## src/rtl/pipe_stage_regs.sv

```systemverilog
// Y86-64 pipeline register bank: F predicted PC, D/E/M/W stage registers and
// condition codes, each updated under its own stall/bubble control.
module pipe_stage_regs #(
    parameter int             DW       = 64,
    parameter logic [DW-1:0]  RESET_PC = '0,
    parameter logic [2:0]     RESET_CC = 3'b100
) (
    input  logic                clk,
    input  logic                rst_n,
    input  logic                F_stall,
    input  logic                D_stall,
    input  logic                D_bubble,
    input  logic                E_bubble,
    input  logic                M_bubble,
    input  logic                W_stall,
    input  logic                set_CC,
    input  logic [DW-1:0]       f_predPC,
    output logic [DW-1:0]       F_predPC,
    input  logic [2*DW+18:0]    d_bus,
    output logic [2*DW+18:0]    D_bus,
    input  logic [3*DW+26:0]    e_bus,
    output logic [3*DW+26:0]    E_bus,
    input  logic [2*DW+15:0]    m_bus,
    output logic [2*DW+15:0]    M_bus,
    input  logic [2*DW+14:0]    w_bus,
    output logic [2*DW+14:0]    W_bus,
    input  logic [2:0]          e_cc,
    output logic [2:0]          CC,
    output logic                ctrl_err
);

    localparam logic [2:0]    SAOK  = 3'd1;
    localparam logic [3:0]    INOP  = 4'd1;
    localparam logic [3:0]    FNONE = 4'd0;
    localparam logic [3:0]    RNONE = 4'hF;
    localparam logic [DW-1:0] ZERO  = '0;

    // Bubble images: a NOP with no register writes and zeroed data fields.
    localparam logic [2*DW+18:0] D_BUBBLE = {SAOK, INOP, FNONE, RNONE, RNONE, ZERO, ZERO};
    localparam logic [3*DW+26:0] E_BUBBLE = {SAOK, INOP, FNONE, ZERO, ZERO, ZERO,
                                             RNONE, RNONE, RNONE, RNONE};
    localparam logic [2*DW+15:0] M_BUBBLE = {SAOK, INOP, 1'b0, ZERO, ZERO, RNONE, RNONE};
    localparam logic [2*DW+14:0] W_BUBBLE = {SAOK, INOP, ZERO, ZERO, RNONE, RNONE};

    always_ff @(posedge clk) begin
        if (!rst_n) begin
            F_predPC <= RESET_PC;
        end else if (!F_stall) begin
            F_predPC <= f_predPC;
        end
    end

    // Stall outranks bubble in D; the illegal combination is flagged below.
    always_ff @(posedge clk) begin
        if (!rst_n) begin
            D_bus <= D_BUBBLE;
        end else if (!D_stall) begin
            if (D_bubble) begin
                D_bus <= D_BUBBLE;
            end else begin
                D_bus <= d_bus;
            end
        end
    end

    always_ff @(posedge clk) begin
        if (!rst_n || E_bubble) begin
            E_bus <= E_BUBBLE;
        end else begin
            E_bus <= e_bus;
        end
    end

    always_ff @(posedge clk) begin
        if (!rst_n || M_bubble) begin
            M_bus <= M_BUBBLE;
        end else begin
            M_bus <= m_bus;
        end
    end

    always_ff @(posedge clk) begin
        if (!rst_n) begin
            W_bus <= W_BUBBLE;
        end else if (!W_stall) begin
            W_bus <= w_bus;
        end
    end

    always_ff @(posedge clk) begin
        if (!rst_n) begin
            CC <= RESET_CC;
        end else if (set_CC) begin
            CC <= e_cc;
        end
    end

    // Sticky until reset so a transient control fault is not lost.
    always_ff @(posedge clk) begin
        if (!rst_n) begin
            ctrl_err <= 1'b0;
        end else if (D_stall && D_bubble) begin
            ctrl_err <= 1'b1;
        end
    end

endmodule

```

## config.mk

```make
export PLATFORM = sky130hd
export DESIGN_NAME = pipe_stage_regs
export DESIGN_NICKNAME = d
export VERILOG_FILES = /design/src/rtl/pipe_stage_regs.sv
export SDC_FILE = /design/constraint.sdc
export NUM_CORES = 1
export LEC_CHECK = 0
export BUFFER_PORTS_ARGS = -buffer_cell sky130_fd_sc_hd__buf_2
export CAP_MARGIN = 20
export CORE_AREA = 2 2 567 569
export DETAILED_ROUTE_END_ITERATION = 12
export DIE_AREA = 0 0 569 571
export PLACE_DENSITY = 0.3
export SLEW_MARGIN = 30
export SYNTH_ARGS = -nofsm -noshare
export SYNTH_HDL_FRONTEND = slang
export SYNTH_SLANG_ARGS = --single-unit
```

## constraint.sdc

```tcl
create_clock -name clk -period 1.2 [get_ports clk]
set_clock_uncertainty 0.15 [all_clocks]
set_input_delay 0.18 -clock clk [delete_from_list [all_inputs] [get_ports clk]]
set_output_delay 0.18 -clock clk [all_outputs]
set_load 0.03 [all_outputs]
```

==> impl_metrics.yaml <==
run_status:
  status: "finished, violations left"
  violations: "negative hold slack, negative setup slack"
power_and_ir_drop:
  power_per_cell_area_nw_per_um2: 1220
  leakage_nw: 25.4
  irDropWorstVdd_uv: 1040
  power_mw: 72.9
critical_path:
  cp_slowest_cell: "dlygate4sd3_1"
  path_buf_inv: 7
  cp.depth: 9
  crit_path_cell_trace: "buf_8 -> buf_4 -> dlygate4sd3_1 -> nor2b_4 -> buf_4 -> buf_12 -> and2_1 -> dlygate4sd3_1 -> buf_12"
  path_class: "input port to flip-flop"
  crit_fanout: 28
  cp_data_arrival_time_ns: 2.35
  critical-path-top-delay-family: "buffers and inverters"
  cp-start-kind: "input port"
  max_stage_delay_ns: 0.59
  crit_required_ns: 1.77
  endpoint_kind: "flip-flop"
  rr_worst_depth: 4
cells_and_area:
  syn2layout_area_growth_pct: 160
  regArea_um2: 15600
  fin_cells: 9309
  fin_nets: 5690
  multi_input_area_um2: 7920
  drive_gt1_share_pct: 50.7
  fillerInstances: 35400
drt:
  wl_per_cell_um: 23.4
  vias_per_cell: 2.95
  ant_nets: 0
  dr.pass1.iters: 4
  drc: 0
  via_count: 27500
  routed_wl_mm: 218
  initialDrtViolationCount: 1105
clock_network:
  clock_path_buffers: 4
  htreeDepth: 3
  cts_tree: "done"
  cts_sinks: 721
  cts_root_buf: "clkbuf_16"
  numCtsBuffers: 105
  path_clk_slew_ns: 0.06
  clock_latency_ns: 0.75
die:
  die_area_um2: 325000
  die_y_um: 571
  rows: 208
  die_x_um: 569
  start_util_pct: 7.21
  io_pins: 1450
  core-area_um2: 319000
sta:
  fin_crit_sh_pct: 149
  worst_hold_slack_ns: -0.310
  min_period_ns: 1.78
  slew_violations: 0
  setup_violations: 862
  tightest_slew_ns: 0.532
  slew_headroom_pct: 64.6
  finalHoldViolations: 98
  rsz0062_at_grt: "yes"
  clock.fmax_mhz: 561
  layout_setup_ws_ns: -0.584
synthesis:
  synth_cell_type_count: 21
  yosys.area.top_type_share_pct: 62.7
  syn_area_per_cell_um2: 11.0
  yosysWarningCount: 0
  netlist_top_cells_area: "dfxtp_1 63%, mux2i_1 9.1%, and2_1 9.1%"
  synth_flop_cell: "dfxtp_1"
  synth.net_count: 2830
  synth_edf_count: 0
  async_reset_ff_share_pct: 0
  synth_area_leader_cell: "dfxtp_1"
  netlist_area_um2: 23000
  syn_inst: 2101
  synth.yosys.seq_area_share_pct: 62.7
  yosys_register_bits: 721
grt:
  antenna_found_initial: 239
  track_usage_pct: 12.9
  grt_max_degree: 95
  grt_overflow: 0
  grt_pass1_wl_mm: 279
  grt_pass1_vias: 28700
place:
  place_congestion: 0.894
  io_buffers: 1449
  hpwlAfterDp_mm: 181
  placed_cells: 7700
hold_path:
  hp-class: "input port to flip-flop"
  holdPathStages: 4
job:
  cap_violations: 0
[final cells by class]
class / count / area share [%]
sequential: 721 / 26.0
tap: 4200 / 8.77
clock inverter: 45 / 0.940
antenna: 66 / 0.276
multi-input combinational: 1228 / 13.2
clock buffer: 144 / 5.05
timing repair buffer: 2905 / 45.7
[path summary, 6_finish.rpt]
| kind | startpoint | endpoint | slack [ns] |
|---|---|---|---|
| max | rst_n | M_bus[27] | -0.58 |
| min | M_bubble | M_bus[1] | -0.31 |
| max reg2reg | W_bus[21] | W_bus[21] | 0.11 |
| min reg2reg | CC[2] | CC[2] | 0.32 |
[cells by family after synthesis]
logic type	after synthesis	synth area share, %
flops	721	62.7
simple gates	870	21.3
buf+inv	152	3.04
compound gates	148	3.89
mux	210	9.13
[metrics by stage]
stage | utilization (%) | cell area [um2] | setup TNS (ns) | setup WS, ns | hold WS (ns)
5_1_grt | 18.7 | 59800 | -399.60 | -0.616 | -0.357
2_1_floorplan | - | 23100 | -0.709 | -0.0236 | 0.131
3_3_place_gp | 11.4 | 36300 | -134.07 | -0.328 | 0.212
6_report | 18.8 | 59900 | -331.69 | -0.584 | -0.310
4_1_cts | 18.6 | 59400 | -434.91 | -0.646 | -0.388
3_5_place_dp | 11.4 | 36300 | -135.12 | -0.336 | 0.215
[metal layers]
| metal | GRT usage, % | vias to the layer above | routed length (um) |
|---|---|---|---|
| met4 | 2.76 | 76 | 5640 |
| met1 | 15.2 | 12900 | 89200 |
| met2 | 21.3 | 1420 | 99800 |
| li1 | - | 12600 | - |
| met5 | 0 | - | 487 |
| met3 | 5.71 | 438 | 22800 |
[registers in the layout (all words and copies together), names as in the netlist]
signal / count
ctrl_err: 1
D_bus: 147
F_predPC: 64
M_bus: 144
CC: 3
W_bus: 143
E_bus: 219
[cells in the final DEF, fill, tap and decap left out, types with 106 or more instances in the layout]
cell	n
nand2_1	147
dfxtp_2	628
buf_2	725
buf_4	110
o21ai_0	106
clkbuf_16	107
dlygate4sd3_1	1292
and2_1	330
nand3_1	136
buf_6	576
mux2i_1	210
nor2b_1	210
[report_power, final]
part / switching (mW) / internal, mW
combinational: 6.62 / 7.25
sequential: 0.958 / 25.2
clock: 13.3 / 19.6
[timing repair]
item                       4_1_cts  5_1_grt
setup buffers                   24       29
cloned                           0        2
hold buffers                  1309        8
hold endpoints to repair       721      269
resized for setup             2387       49
setup endpoints to repair      721      974
[synth_stat cells, types with 2 or more instances]
master	number
nand3_1	136
nor3_1	10
o21ai_0	106
buf_1	2
dfxtp_1	721
nor2b_1	211
nand2b_1	28
clkbuf_1	102
clkbuf_2	2
buf_2	29
nand2_1	147
o21ai_2	40
buf_6	7
buf_4	10
and2_1	335
mux2i_1	210
[worst reg2reg max path: stages, from the launching register on]
cell	delay, ns
dfxtp_4	0.36
buf_4	0.15
mux2i_1	0.14
buf_4	0.15
nor2b_1	0.04
Power figures use the tool's default switching activity.
